[config.mk]
export PLATFORM = sky130hd
export DESIGN_NAME = clock_time_set_rx_flat
export DESIGN_NICKNAME = d
export VERILOG_FILES = /design/src/rtl/clock_time_set_rx_if.sv /design/src/rtl/clock_time_set_rx.sv /design/src/flat_wrapper.sv
export SDC_FILE = /design/constraint.sdc
export NUM_CORES = 1
export LEC_CHECK = 0
export CORE_MARGIN = 4
export CORE_UTILIZATION = 50
export DETAILED_ROUTE_END_ITERATION = 7
export HOLD_SLACK_MARGIN = 0.02
export PLACE_DENSITY = 0.69
export SLEW_MARGIN = 20
export SYNTH_ARGS = -nofsm -noshare
export SYNTH_HDL_FRONTEND = slang
export SYNTH_SLANG_ARGS = --single-unit
[constraint.sdc]
create_clock -name clk -period 2.9 [get_ports clk]
set_input_delay 0.435 -clock clk [delete_from_list [all_inputs] [get_ports clk]]
set_output_delay 0.435 -clock clk [all_outputs]
set_load 0.05 [all_outputs]
[src/rtl/clock_time_set_rx_if.sv]
// Serial "set time" link: inbound UART line plus the decoded time-load bundle
// handed to the timekeeping core.
interface clock_time_set_rx_if;
    logic       ena;
    logic       rx;
    logic       set_valid;
    logic [4:0] set_hh;
    logic [5:0] set_mm;
    logic [5:0] set_ss;
    logic       frame_err;
    logic       busy;

    modport master (
        output ena, rx,
        input  set_valid, set_hh, set_mm, set_ss, frame_err, busy
    );

    modport slave (
        input  ena, rx,
        output set_valid, set_hh, set_mm, set_ss, frame_err, busy
    );
endinterface

[src/rtl/clock_time_set_rx.sv]
// UART 8N1 receiver plus 4-byte "set time" frame parser (sync, hh, mm, ss)
// with range check, inter-byte timeout and framing-error abort.
module clock_time_set_rx #(
    parameter int         CLKS_PER_BIT = 1042,
    parameter logic [7:0] SYNC_BYTE    = 8'h54,
    parameter int         TIMEOUT_BITS = 30
) (
    input logic               clk,
    input logic               rst_n,
    clock_time_set_rx_if.slave bus
);
    localparam int HALF_BIT  = CLKS_PER_BIT / 2;
    localparam int CNT_W     = (CLKS_PER_BIT > 1) ? $clog2(CLKS_PER_BIT) : 1;
    localparam int TMO_LIMIT = TIMEOUT_BITS * CLKS_PER_BIT;
    localparam int TMO_W     = $clog2(TMO_LIMIT + 1);

    typedef enum logic [2:0] {
        B_IDLE  = 3'd0,
        B_START = 3'd1,
        B_DATA  = 3'd2,
        B_STOP  = 3'd3,
        B_BREAK = 3'd4
    } bit_state_e;

    typedef enum logic [1:0] {
        P_HUNT     = 2'd0,
        P_GOT_SYNC = 2'd1,
        P_GOT_H    = 2'd2,
        P_GOT_M    = 2'd3
    } parse_state_e;

    function automatic logic time_in_range(input logic [7:0] hh,
                                           input logic [7:0] mm,
                                           input logic [7:0] ss);
        return (hh < 8'd24) && (mm < 8'd60) && (ss < 8'd60);
    endfunction

    logic [1:0]       sync_q;
    logic             rxs_prev_q;
    bit_state_e       bit_q;
    logic [CNT_W-1:0] cnt_q;
    logic [2:0]       bit_idx_q;
    logic [7:0]       shift_q;
    logic [7:0]       byte_q;
    logic             byte_vld_q;

    parse_state_e     parse_q;
    logic [TMO_W-1:0] tmo_q;
    logic [7:0]       hh_byte_q;
    logic [7:0]       mm_byte_q;
    logic             set_valid_q;
    logic             frame_err_q;
    logic [4:0]       set_hh_q;
    logic [5:0]       set_mm_q;
    logic [5:0]       set_ss_q;

    logic rxs_s;
    logic cnt_done_s;
    logic stop_bad_s;

    assign rxs_s      = sync_q[1];
    assign cnt_done_s = (cnt_q == CNT_W'(CLKS_PER_BIT - 1));
    assign stop_bad_s = (bit_q == B_STOP) && cnt_done_s && !rxs_s;

    // Line synchronizer and bit-level receive FSM; emits a one-cycle byte strobe.
    always_ff @(posedge clk or negedge rst_n) begin
        if (!rst_n) begin
            sync_q     <= 2'b11;
            rxs_prev_q <= 1'b1;
            bit_q      <= B_IDLE;
            cnt_q      <= '0;
            bit_idx_q  <= 3'd0;
            shift_q    <= 8'd0;
            byte_q     <= 8'd0;
            byte_vld_q <= 1'b0;
        end else begin
            sync_q     <= {sync_q[0], bus.rx};
            rxs_prev_q <= rxs_s;
            if (!bus.ena) begin
                bit_q      <= B_IDLE;
                cnt_q      <= '0;
                bit_idx_q  <= 3'd0;
                byte_vld_q <= 1'b0;
            end else begin
                byte_vld_q <= 1'b0;
                case (bit_q)
                    B_IDLE: begin
                        cnt_q     <= '0;
                        bit_idx_q <= 3'd0;
                        if (rxs_prev_q && !rxs_s) begin
                            bit_q <= B_START;
                        end else begin
                            bit_q <= B_IDLE;
                        end
                    end
                    B_START: begin
                        if (cnt_q == CNT_W'(HALF_BIT - 1)) begin
                            cnt_q <= '0;
                            bit_q <= rxs_s ? B_IDLE : B_DATA;
                        end else begin
                            cnt_q <= cnt_q + CNT_W'(1);
                        end
                    end
                    B_DATA: begin
                        if (cnt_done_s) begin
                            cnt_q   <= '0;
                            shift_q <= {rxs_s, shift_q[7:1]};
                            if (bit_idx_q == 3'd7) begin
                                bit_q <= B_STOP;
                            end else begin
                                bit_idx_q <= bit_idx_q + 3'd1;
                            end
                        end else begin
                            cnt_q <= cnt_q + CNT_W'(1);
                        end
                    end
                    B_STOP: begin
                        if (cnt_done_s) begin
                            cnt_q <= '0;
                            if (rxs_s) begin
                                byte_q     <= shift_q;
                                byte_vld_q <= 1'b1;
                                bit_q      <= B_IDLE;
                            end else begin
                                bit_q <= B_BREAK;
                            end
                        end else begin
                            cnt_q <= cnt_q + CNT_W'(1);
                        end
                    end
                    B_BREAK: begin
                        cnt_q <= '0;
                        if (rxs_s) begin
                            bit_q <= B_IDLE;
                        end else begin
                            bit_q <= B_BREAK;
                        end
                    end
                    default: begin
                        bit_q <= B_IDLE;
                        cnt_q <= '0;
                    end
                endcase
            end
        end
    end

    // Frame parser with inter-byte timeout; owns the load pulse, error pulse and time outputs.
    always_ff @(posedge clk or negedge rst_n) begin
        if (!rst_n) begin
            parse_q     <= P_HUNT;
            tmo_q       <= '0;
            hh_byte_q   <= 8'd0;
            mm_byte_q   <= 8'd0;
            set_valid_q <= 1'b0;
            frame_err_q <= 1'b0;
            set_hh_q    <= 5'd0;
            set_mm_q    <= 6'd0;
            set_ss_q    <= 6'd0;
        end else if (!bus.ena) begin
            parse_q     <= P_HUNT;
            tmo_q       <= '0;
            set_valid_q <= 1'b0;
            frame_err_q <= 1'b0;
        end else begin
            set_valid_q <= 1'b0;
            frame_err_q <= 1'b0;
            if (stop_bad_s) begin
                frame_err_q <= 1'b1;
                parse_q     <= P_HUNT;
                tmo_q       <= '0;
            end else if (byte_vld_q) begin
                // The strobe cycle itself counts as the first elapsed cycle.
                tmo_q <= TMO_W'(1);
                case (parse_q)
                    P_HUNT: begin
                        parse_q <= (byte_q == SYNC_BYTE) ? P_GOT_SYNC : P_HUNT;
                    end
                    P_GOT_SYNC: begin
                        hh_byte_q <= byte_q;
                        parse_q   <= P_GOT_H;
                    end
                    P_GOT_H: begin
                        mm_byte_q <= byte_q;
                        parse_q   <= P_GOT_M;
                    end
                    P_GOT_M: begin
                        if (time_in_range(hh_byte_q, mm_byte_q, byte_q)) begin
                            set_valid_q <= 1'b1;
                            set_hh_q    <= hh_byte_q[4:0];
                            set_mm_q    <= mm_byte_q[5:0];
                            set_ss_q    <= byte_q[5:0];
                        end else begin
                            frame_err_q <= 1'b1;
                        end
                        parse_q <= P_HUNT;
                    end
                    default: begin
                        parse_q <= P_HUNT;
                    end
                endcase
            end else if ((parse_q != P_HUNT) && (bit_q == B_IDLE)) begin
                if (tmo_q == TMO_W'(TMO_LIMIT - 1)) begin
                    frame_err_q <= 1'b1;
                    parse_q     <= P_HUNT;
                    tmo_q       <= '0;
                end else begin
                    tmo_q <= tmo_q + TMO_W'(1);
                end
            end else begin
                tmo_q <= tmo_q;
            end
        end
    end

    assign bus.set_valid = set_valid_q;
    assign bus.frame_err = frame_err_q;
    assign bus.set_hh    = set_hh_q;
    assign bus.set_mm    = set_mm_q;
    assign bus.set_ss    = set_ss_q;
    assign bus.busy      = (bit_q != B_IDLE) || (parse_q != P_HUNT);
endmodule

[src/flat_wrapper.sv]
// flat-port wrapper written by rule: the top's interface ports become plain ports
module clock_time_set_rx_flat 
#(
    parameter int         CLKS_PER_BIT = 1042,
    parameter logic [7:0] SYNC_BYTE    = 8'h54,
    parameter int         TIMEOUT_BITS = 30
)
  (clk, rst_n, bus_ena, bus_rx, bus_set_valid, bus_set_hh, bus_set_mm, bus_set_ss, bus_frame_err, bus_busy);
  clock_time_set_rx_if bus_i ();
  input logic clk;
  input logic rst_n;
  input wire logic [$bits(bus_i.ena)-1:0] bus_ena;
  input wire logic [$bits(bus_i.rx)-1:0] bus_rx;
  output wire logic [$bits(bus_i.set_valid)-1:0] bus_set_valid;
  output wire logic [$bits(bus_i.set_hh)-1:0] bus_set_hh;
  output wire logic [$bits(bus_i.set_mm)-1:0] bus_set_mm;
  output wire logic [$bits(bus_i.set_ss)-1:0] bus_set_ss;
  output wire logic [$bits(bus_i.frame_err)-1:0] bus_frame_err;
  output wire logic [$bits(bus_i.busy)-1:0] bus_busy;
  assign bus_i.ena = bus_ena;
  assign bus_i.rx = bus_rx;
  assign bus_set_valid = bus_i.set_valid;
  assign bus_set_hh = bus_i.set_hh;
  assign bus_set_mm = bus_i.set_mm;
  assign bus_set_ss = bus_i.set_ss;
  assign bus_frame_err = bus_i.frame_err;
  assign bus_busy = bus_i.busy;
  clock_time_set_rx #(.CLKS_PER_BIT(CLKS_PER_BIT), .SYNC_BYTE(SYNC_BYTE), .TIMEOUT_BITS(TIMEOUT_BITS)) u_core (.clk(clk), .rst_n(rst_n), .bus(bus_i));
endmodule
==> flow_summary.ini, run 1 <==
[outcome]
status = complete, no violations

[yosys]
syn_avg_cell_area_um2 = 12.2
synth_area_um2 = 4190
yosys-top-cells-count = dfrtp_1 (86), mux2_2 (40), nor3_1 (28)
yosys_warnings = 0
post-synth-top-count-cell = dfrtp_1
synth_ff_type = dfrtp_1
synthCells = 344
ys_types = 53
synth_largest_area_cell = dfrtp_1
synth_top_area_share_pct = 51.4
synth_seq_cells = 89
yosysSeqAreaShare_pct = 53.2
async_flop_share_pct = 100
syn-num-nets = 358
synth_edf_count = 0
synthTopCellsByArea = dfrtp_1 (51%), mux2_2 (11%), nor3_1 (3.3%), mux2_4 (3.2%), ha_1 (3.0%)

[power]
p_sw_mw = 0.489
power_frac_seq_pct = 58.3
powerDensity_nw_per_um2 = 457
pwr-share-comb_pct = 2.7
internal_power_mw = 1.66
finalPower_mw = 2.15
vdd_drop_max_v = 0.000236
p_clk_share_pct = 39.0
leakagePower_nw = 2.12
swShare_pct = 22.8

[final_layout]
syn2layout_area_growth_pct = 12.1
drive_gt1_share_pct = 22.7
final_area_um2 = 4700
final_util_pct = 57.5
antenna_cells = 0
layout.nets = 385
fin_cells = 480

[clocking]
cts_sinks = 89
cts_tree = built
cts.clk_slew.worst_paths_ps = 90
cts_post_setup_buffers_inserted = 0
hold_buffers = 0
numCtsBuffers = 9
clock_path_buffers = 2
htree_levels = 3
clock_latency_ps = 350
cts_resized = 0
clockRootBuffer = clkbuf_8

[timing]
finalHoldViolations = 0
finalMaxSlewViolations = 0
hold-worst-slack_ps = 115
layout_setup_ws_ps = 399
rsz0062_at_grt = false
final.setup.tns_ps = 0
fin_crit_ps = 2500
finalSetupViolCount = 0
worst_slew_pin_slew_ps = 778
fmax_mhz = 400
relSlewSlack_pct = 48.1
min_period_over_period_pct = 86.3
fin_worst_skew_ps = 15.9

[routing]
drc = 0
finalWirelength_um = 7580
drt_pre_antenna_iters = 4
drtAntennaViolNets = 0
vias = 2686
viasPerCell = 5.60
wl_per_cell_um = 15.8
initialDrtViolationCount = 96

[floorplanning]
dieArea_um2 = 9910
coreArea_um2 = 8180
dieWidth_um = 99.5
start_util_pct = 51.3
die_y_um = 99.5
ios = 24
std_cell_rows = 33

[global_route]
grt_usage_pct = 17.1
antenna_found_initial = 0
grt_max_degree = 88
grt_pass1_vias = 2803
grt_overflow = 0
grt_pass1_wl_um = 13600

[placed_design]
dp_slack_ps = 523
dp_hpwl_um = 5190
placed_cell_area_um2 = 4500
io_buffers = 23
placed_cells = 465
gp_congestion = 0.855

[worst_setup_path]
path_cells = inv_1 -> ha_1 -> nand3b_1 -> clkdlybuf4s50_1
worstPathRequired_ps = 2470
worstPathArrival_ps = 2070
slowest_delay_ps = 820
crit_path_top_delay_cell = clkdlybuf4s50_1
r2r_cells = 4
crit_type = reg -> out
crit_path_start_kind = flop
critPathMaxFanout = 5
critPathCaptureType = output port

[flow_run]
max_cap_viol_count = 0

[worst_hold_path]
hp-class = in -> async
-- layout by cell type (no fill, tap or decap), types with 8 or more instances in the layout --
master,instances
nor3_1,28
o21ai_0,8
clkdlybuf4s50_1,22
mux2_4,9
dfrtp_1,86
nand4_1,8
inv_1,11
xor2_1,10
nand3_1,17
nor2_1,9
nand2_1,19
ha_1,10
clkbuf_8,9
xnor2_1,8
mux2_2,40
-- worst max-delay path, delay by kind of cell (launching register included) --
kind	cells	cell delay, ps
buf+inv	2	900
flops	1	380
simple gates	1	150
fa+ha+maj	1	290
-- power groups by stage --
| stage | sequential (mW) | combinational (mW) | clock [mW] |
|---|---|---|---|
| floorplan | 1.27 | 0.0256 | 0 |
| global placement | 1.28 | 0.0590 | 0 |
| detailed placement | 1.28 | 0.0598 | 0 |
| CTS | 1.25 | 0.0599 | 0.863 |
| global route | 1.25 | 0.0670 | 0.922 |
| finish | 1.25 | 0.0579 | 0.837 |
-- state kept, by name, indices dropped and copies added (netlist names), 2 cells and up --
register,cells
u_core.sync_q,2
u_core.byte_q,8
u_core.parse_q,2
u_core.bus.set_mm,6
u_core.mm_byte_q,8
u_core.bit_idx_q,3
u_core.bit_q,3
u_core.shift_q,8
u_core.tmo_q,15
u_core.hh_byte_q,8
u_core.cnt_q,11
u_core.bus.set_hh,5
u_core.bus.set_ss,6
-- cell type report --
type | count | area [um2]
Sequential cell | 89 | 2230
Multi-Input combinational cell | 230 | 1820
Timing Repair Buffer | 30 | 284
Fill cell | 685 | 3480
Tap cell | 105 | 131
Inverter | 11 | 41.3
Clock inverter | 6 | 66.3
Clock buffer | 9 | 124
-- cell families after synthesis --
family / Yosys count / synth area share, %
AOI/OAI and AO/OA: 37 / 6.60
muxes: 49 / 14.0
xor gates and xnor gates: 18 / 3.76
buffers and inverters: 25 / 3.31
adders and majority gates: 10 / 2.99
and+or+nand+nor: 116 / 16.1
DFF: 89 / 53.2
-- path summary, 6_finish.rpt --
kind / slack, ps / to / startpoint
max in group asynchronous: 2080 / u_core.rxs_prev_q$_DFF_PN1_ / rst_n
setup reg to reg: 530 / u_core.byte_q[7]$_DFFE_PN0P_ / u_core.cnt_q[8]$_DFF_PN0_
hold / removal: 110 / u_core.bus.set_mm[1]$_DFFE_PN0P_ / rst_n
hold reg to reg: 360 / u_core.sync_q[1]$_DFF_PN1_ / u_core.sync_q[0]$_DFF_PN1_
min in group clk: 360 / u_core.sync_q[1]$_DFF_PN1_ / u_core.sync_q[0]$_DFF_PN1_
setup / recovery: 400 / bus_busy / u_core.parse_q[0]$_DFFE_PN0P_
-- per-layer routing --
layer / part of all wire, % / global-route usage [%] / vias to the layer above
met2: 49 / 27.3 / 44
met1: 46 / 22.7 / 1332
met3: 3.4 / 4.77 / 8
met4: 1.1 / 5.04 / 0
li1: - / - / 1302
met5: 0 / 0 / -
(Power assumes the default switching activity.)
==> run 2, diff against run 1 <==
CAP_MARGIN = 20   (was default)
CTS_BUF_LIST = sky130_fd_sc_hd__clkbuf_4 sky130_fd_sc_hd__clkbuf_8 sky130_fd_sc_hd__clkbuf_16   (was default)
==> results of run 2 <==
No change in the layout: final DEF, timing and power equal those of run 1.
==> run 3, diff against run 2 <==
CAP_MARGIN = default   (was 20)
==> results of run 3 <==
No change in the layout: final DEF, timing and power equal those of run 1.
